`config.mk`:
```
export PLATFORM = sky130hd
export DESIGN_NAME = priority_stream_splitter
export DESIGN_NICKNAME = d
export VERILOG_FILES = /design/src/rtl/prioritised_stream_pkg.sv /design/src/rtl/stream_class_fifo.sv /design/src/rtl/priority_stream_splitter.sv
export SDC_FILE = /design/constraint.sdc
export NUM_CORES = 1
export LEC_CHECK = 0
export BUFFER_PORTS_ARGS = -buffer_cell sky130_fd_sc_hd__buf_2
export CAP_MARGIN = 10
export CORE_UTILIZATION = 40
export CTS_CLUSTER_DIAMETER = 120
export CTS_CLUSTER_SIZE = 8
export DETAILED_ROUTE_END_ITERATION = 10
export GPL_TIMING_DRIVEN = 0
export SYNTH_ARGS = -nofsm -noshare
export SYNTH_HDL_FRONTEND = slang
export SYNTH_HIERARCHICAL = 1
export SYNTH_SLANG_ARGS = --single-unit
```
`constraint.sdc`:
```
create_clock -name clock -period 5.3 [get_ports clock]
set_clock_uncertainty 0.15 [all_clocks]
set_input_delay 1.06 -clock clock [delete_from_list [all_inputs] [get_ports clock]]
set_output_delay 1.06 -clock clock [all_outputs]
set_load 0.02 [all_outputs]
```
`src/rtl/prioritised_stream_pkg.sv`:
```
// +----------------------------------------------------------------------------+
// | prioritised_stream_pkg: shared state, class and sizing definitions          |
// | Revision: 1.0                                                               |
// +----------------------------------------------------------------------------+
`default_nettype none

package prioritised_stream_pkg;

  typedef enum logic [1:0] {
    IDLE  = 2'd0,
    IN_HP = 2'd1,
    IN_LP = 2'd2
  } state_e;

  localparam logic CLASS_HP = 1'b1;
  localparam logic CLASS_LP = 1'b0;

  // Fill counters need one extra bit so that a completely full FIFO is representable.
  function automatic int fill_width(input int depth);
    return $clog2(depth) + 1;
  endfunction

endpackage

`default_nettype wire

```
`src/rtl/stream_class_fifo.sv`:
```
// +----------------------------------------------------------------------------+
// | stream_class_fifo: first-word-fall-through FIFO of {tlast, data} beats      |
// | Revision: 1.0                                                               |
// +----------------------------------------------------------------------------+
`default_nettype none

module stream_class_fifo
  import prioritised_stream_pkg::*;
#(
  parameter int DATA_WIDTH = 32,
  parameter int FIFO_DEPTH = 16
) (
  input  logic                                clock,
  input  logic                                reset,
  input  logic                                push_i,
  input  logic [DATA_WIDTH-1:0]               data_i,
  input  logic                                tlast_i,
  input  logic                                pop_i,
  output logic [DATA_WIDTH-1:0]               data_o,
  output logic                                tlast_o,
  output logic                                valid_o,
  output logic                                full_o,
  output logic [fill_width(FIFO_DEPTH)-1:0]   fill_o
);

  localparam int PTR_W  = $clog2(FIFO_DEPTH);
  localparam int FILL_W = fill_width(FIFO_DEPTH);

  logic [DATA_WIDTH:0] mem_q [FIFO_DEPTH];
  logic [PTR_W-1:0]    wr_ptr_q;
  logic [PTR_W-1:0]    rd_ptr_q;
  logic [FILL_W-1:0]   fill_q;
  logic                w_push;
  logic                w_pop;

  assign full_o  = (fill_q == FILL_W'(FIFO_DEPTH));
  assign valid_o = reset && (fill_q != '0);
  assign w_push  = push_i && !full_o;
  assign w_pop   = pop_i && valid_o;
  assign fill_o  = fill_q;

  // Outputs read zero whenever nothing is held, including throughout reset.
  assign {tlast_o, data_o} = valid_o ? mem_q[rd_ptr_q] : '0;

  always_ff @(posedge clock) begin
    if (!reset) begin
      wr_ptr_q <= '0;
      rd_ptr_q <= '0;
      fill_q   <= '0;
    end else begin
      if (w_push) wr_ptr_q <= wr_ptr_q + PTR_W'(1);
      if (w_pop)  rd_ptr_q <= rd_ptr_q + PTR_W'(1);
      unique case ({w_push, w_pop})
        2'b10:   fill_q <= fill_q + FILL_W'(1);
        2'b01:   fill_q <= fill_q - FILL_W'(1);
        default: fill_q <= fill_q;
      endcase
    end
  end

  always_ff @(posedge clock) begin
    if (w_push) mem_q[wr_ptr_q] <= {tlast_i, data_i};
  end

endmodule

`default_nettype wire

```
`src/rtl/priority_stream_splitter.sv`:
```
// +----------------------------------------------------------------------------+
// | priority_stream_splitter: routes whole packets into independent HP/LP FIFOs |
// | Option macro: PRIORITY_STREAM_SPLITTER_DROP_EN (drop instead of stall)      |
// | Revision: 1.0                                                               |
// +----------------------------------------------------------------------------+
`default_nettype none

module priority_stream_splitter
  import prioritised_stream_pkg::*;
#(
  parameter int DATA_WIDTH = 32,
  parameter int FIFO_DEPTH = 16
) (
  input  logic                              clock,
  input  logic                              reset,
  input  logic [DATA_WIDTH-1:0]             data_in,
  input  logic                              data_in_valid,
  input  logic                              data_in_tlast,
  input  logic                              data_in_prio,
  output logic                              data_in_ready,
  output logic [DATA_WIDTH-1:0]             data_out_hp,
  output logic                              data_out_hp_valid,
  output logic                              data_out_hp_tlast,
  input  logic                              data_out_hp_ready,
  output logic [DATA_WIDTH-1:0]             data_out_lp,
  output logic                              data_out_lp_valid,
  output logic                              data_out_lp_tlast,
  input  logic                              data_out_lp_ready,
  output logic [fill_width(FIFO_DEPTH)-1:0] hp_fill_level,
  output logic [fill_width(FIFO_DEPTH)-1:0] lp_fill_level
`ifdef PRIORITY_STREAM_SPLITTER_DROP_EN
  ,
  output logic [15:0]                       drop_count
`endif
);

  state_e state_q, state_d;
  logic   target_class;
  logic   target_full;
  logic   hp_full, lp_full;
  logic   accept;
  logic   store;

  always_comb begin
    unique case (state_q)
      IN_HP:   target_class = CLASS_HP;
      IN_LP:   target_class = CLASS_LP;
      default: target_class = data_in_prio;
    endcase
  end

  assign target_full = (target_class == CLASS_HP) ? hp_full : lp_full;

`ifdef PRIORITY_STREAM_SPLITTER_DROP_EN
  logic [15:0] drop_count_q;
  logic        drop;

  assign data_in_ready = 1'b1;
  assign store         = data_in_valid && !target_full;
  assign drop          = data_in_valid && target_full;
  assign drop_count    = drop_count_q;

  always_ff @(posedge clock) begin
    if (!reset)                               drop_count_q <= '0;
    else if (drop && drop_count_q != 16'hFFFF) drop_count_q <= drop_count_q + 16'd1;
  end
`else
  assign data_in_ready = !target_full;
  assign store         = data_in_valid && data_in_ready;
`endif

  // Dropped beats still count as accepted so packet framing stays intact.
  assign accept = data_in_valid && data_in_ready;

  always_comb begin
    state_d = state_q;
    if (accept) begin
      if (data_in_tlast)          state_d = IDLE;
      else if (state_q == IDLE)   state_d = (target_class == CLASS_HP) ? IN_HP : IN_LP;
    end
  end

  always_ff @(posedge clock) begin
    if (!reset) state_q <= IDLE;
    else        state_q <= state_d;
  end

  stream_class_fifo #(
    .DATA_WIDTH (DATA_WIDTH),
    .FIFO_DEPTH (FIFO_DEPTH)
  ) u_hp_fifo (
    .clock   (clock),
    .reset   (reset),
    .push_i  (store && (target_class == CLASS_HP)),
    .data_i  (data_in),
    .tlast_i (data_in_tlast),
    .pop_i   (data_out_hp_ready),
    .data_o  (data_out_hp),
    .tlast_o (data_out_hp_tlast),
    .valid_o (data_out_hp_valid),
    .full_o  (hp_full),
    .fill_o  (hp_fill_level)
  );

  stream_class_fifo #(
    .DATA_WIDTH (DATA_WIDTH),
    .FIFO_DEPTH (FIFO_DEPTH)
  ) u_lp_fifo (
    .clock   (clock),
    .reset   (reset),
    .push_i  (store && (target_class == CLASS_LP)),
    .data_i  (data_in),
    .tlast_i (data_in_tlast),
    .pop_i   (data_out_lp_ready),
    .data_o  (data_out_lp),
    .tlast_o (data_out_lp_tlast),
    .valid_o (data_out_lp_valid),
    .full_o  (lp_full),
    .fill_o  (lp_fill_level)
  );

endmodule

`default_nettype wire

```
==> summary.md <==
| Metric | Value |
|---|---|
| Setup CP Type | flop to primary output |
| Asr flop ratio synth | 0% |
| Hold_ws | 360.4 ps |
| Post-synth EDFFs | 1,056 |
| CP max-delay cell | a211oi_1 |
| Top Ports | 118 |
| Post-CTS setup buffer count | 0 |
| Peak supply drop | 0.3572 mV |
| Clock sinks | 1,092 |
| Synthesis warning total | 6 |
| Most frequent cells in the layout | edfxtp_1 (1,056), mux4_2 (264), clkbuf_16 (160), buf_2 (143), a211oi_1 (132) |
| Routed WL | 99,240 um |
| Arr. time, crit path | 3910 ps |
| Critical path cell sequence | buf_2 -> buf_4 -> clkbuf_1 -> clkbuf_1 -> a211oi_1 -> a211oi_1 -> buf_2 |
| CTS H-tree lvls | 4 |
| Mapped Area | 0.04269 sq mm |
| Global Route Usage Sum | 18.76% |
| Synthesized Nets | 2,033 |
| Commonest non-fill, non-tap cell in the layout | edfxtp_1 |
| Maximum fanout along the worst path | 10 |
| Max_cap viols | 0 |
| Starting density of the core | 40.44% |
| Internal power | 16.54 mW |
| Vias per inst | 5.593 |
| Startpoint types | flop |
| ANT nets after route | 0 |
| Pwr/cell area | 436.8 mW/mm^2 |
| Status | finished, violations left |
| Crit. End Element | primary output |
| WL/cell | 26.60 um |
| Layout cells sized above 1 | 30.24% |
| RSZ-0062 raised after global routing | no |
| Nets | 2,358 |
| Synth unique cells | 51 |
| Clock buffer depth | 3 |
| Rel. slew slack | 32.59% |
| Seq/Total Area, Yosys | 75.96% |
| Hold WC Path Type | flop to flop |
| TritonCTS clock tree | done |
| Max Used Layer | met4 |
| Drt first pass iters | 8 |
| Hpwl dp | 65,250 um |
| Sequential share of power | 44.5% |
| Largest net degree at the start of global routing | 35 |
| CP peak stage delay | 710 ps |
| Worst endpoint required time | 4090 ps |
| Max-slew violation count | 0 |
| Leakage dissipation | 15.60 nW |
| Vias | 20,867 |
| DRT met1 WL | 41,760 um |
| Max frequency | 0.1951 GHz |
| # fillers | 8,472 |
| Clock network power share | 39.3% |
| Setup TNS | 0 ps |
| Avg Inst Size Synth | 21.58 sq um |
| Mapped Cells | 1,978 |
| Total power | 21.95 mW |
| Hold-fix buffers, CTS | 0 |
| Vias in the first global route | 22,208 |
| Switching power | 5.418 mW |
| Tmin final | 5125 ps |
| Period Utilization, post-route | 96.69% |
| Port bufs | 117 |
| First-pass GRT wire length | 147,100 um |
| Violated checks | design-rule violations |
| WL met2 | 48,670 um |
| Insertion delay to the later sink of the worst-skew pair | 740 ps |
| Final setup fails | 0 |
| Initial antenna violation count | 0 |
| GRT overflow | 0 |
| Top_reg_cell synth | edfxtp_1 |
| # DRC | 10 |
| Final hold violation count | 0 |
| Die Y | 328.7 um |
| Cts bufs inserted | 154 |
| Die W | 328.7 um |
| CTS resizes | 0 |
| Area Growth Syn to Fin | 17.73% |
| RD Place Congestion | 0.7715 |
| Die footprint | 0.1080 sq mm |
| Switching Fraction | 24.68% |
| Comb pwr share | 16.2% |
| Worst-path clk slew | 50 ps |
| Sequential Area | 0.03243 sq mm |
| DR WL met3 | 6144 um |
| Iteration-0 DRC Markers | 1,795 |
| Flops & latches, synth | 1,092 |
| Core Util, Final | 47.61% |
| Worst slew pin tran | 1011 ps |
| Multi-input logic area | 0.009796 sq mm |
| Clk root buf | clkbuf_16 |
| Core area | 0.1056 sq mm |
| # rows | 119 |
[cell families after synthesis]
kind of cell | count (synthesis) | share of synthesized area, %
multiplexers | 338 | 15.69
AND/OR/NAND/NOR | 202 | 2.860
AO/OA/AOI/OAI | 175 | 3.036
buffers and inverters | 137 | 1.609
adder cells (fa/ha/maj) | 16 | 0.4689
flip-flops | 1092 | 75.96
XOR/XNOR | 18 | 0.3693
[critical path: cells and delay by family, from the launching register on]
family,cells,cell delay [ps]
flops,1,300
buf+inv,5,1970
compound gates,2,900
[cells in the mapped netlist, types with 3 or more instances]
| cell | number | area share, % |
|---|---|---|
| a211oi_1 | 132 | 2.3 |
| clkbuf_1 | 60 | 0.53 |
| nor3_1 | 14 | 0.16 |
| ha_1 | 16 | 0.47 |
| nand2b_1 | 8 | 0.12 |
| o22ai_1 | 3 | 0.044 |
| o21a_1 | 4 | 0.070 |
| dfxtp_1 | 36 | 1.7 |
| inv_1 | 13 | 0.11 |
| edfxtp_1 | 1056 | 74 |
| nand2_1 | 15 | 0.13 |
| and4b_1 | 4 | 0.094 |
| buf_6 | 6 | 0.16 |
| nand3b_1 | 6 | 0.11 |
| mux4_2 | 264 | 14 |
| buf_4 | 24 | 0.42 |
| nor2b_1 | 70 | 1.0 |
| xnor2_1 | 14 | 0.29 |
| xor2_1 | 4 | 0.082 |
| o21ai_0 | 10 | 0.12 |
| buf_2 | 26 | 0.30 |
| and2_1 | 20 | 0.29 |
| a21boi_1 | 4 | 0.070 |
| mux2i_1 | 72 | 1.7 |
| nand3_1 | 11 | 0.13 |
| nand4_1 | 4 | 0.059 |
| nor2_1 | 33 | 0.29 |
| buf_1 | 4 | 0.035 |
| a21oi_1 | 8 | 0.094 |
[layout make-up]
class | instances | area share (%)
multi-input cells | 749 | 19.49
flip-flops and latches | 1092 | 64.52
repair buffers | 169 | 2.838
clock buffers | 183 | 8.137
diodes | 2 | 0.009957
inverters | 17 | 0.1369
clock inverters | 8 | 0.1767
plain buffers | 120 | 1.230
well taps | 1391 | 3.463
[routing by layer]
layer  GRT usage [%]  vias to the layer above
met3           3.811                      168
met1           25.16                    11143
met5               0                        -
li1                -                     8897
met4           6.724                        0
met2           30.42                      659
[flip-flops by register name (all words and copies together) (netlist names), named ones only]
name / count
u_lp_fifo/rd_ptr_q: 4
u_lp_fifo/mem_q: 528
u_lp_fifo/fill_o: 5
u_hp_fifo/mem_q: 528
state_q: 2
u_hp_fifo/wr_ptr_q: 4
u_hp_fifo/rd_ptr_q: 4
u_hp_fifo/fill_o: 5
u_lp_fifo/wr_ptr_q: 4
[through the flow]
stage               cell area (sq um)  worst slack [ps]  instances
CTS                             50260             206.6       3729
global route                    50260             32.86       3729
floorplan                       42690             418.2       1978
finish                          50260             175.3       3731
global placement                45020             -1959       3486
detailed placement              46080             999.8       3538
[power by group through the flow]
| stage | logic [mW] | registers [mW] | clock network [mW] |
|---|---|---|---|
| after global routing | 3.81 | 9.78 | 9.14 |
| after global placement | 3.48 | 9.94 | 0 |
| final | 3.55 | 9.77 | 8.62 |
| after detailed placement | 3.60 | 9.93 | 0 |
| after floorplan | 2.41 | 9.95 | 0 |
| after CTS | 3.61 | 9.77 | 8.80 |
[worst paths after layout]
| kind | start | to | cells after the start | slack, ps |
|---|---|---|---|---|
| setup / recovery | flop | data_out_hp[30] | 7 | 180 |
| hold / removal | u_lp_fifo/rd_ptr_q[3] | u_lp_fifo/rd_ptr_q[3] | 2 | 360 |
| setup reg to reg | state_q[0] | u_hp_fifo/mem_q[1][21] | 9 | 1430 |
| hold reg to reg | u_lp_fifo/rd_ptr_q[3] | u_lp_fifo/rd_ptr_q[3] | 2 | 360 |
No activity file was read; power rests on OpenSTA's default activity.
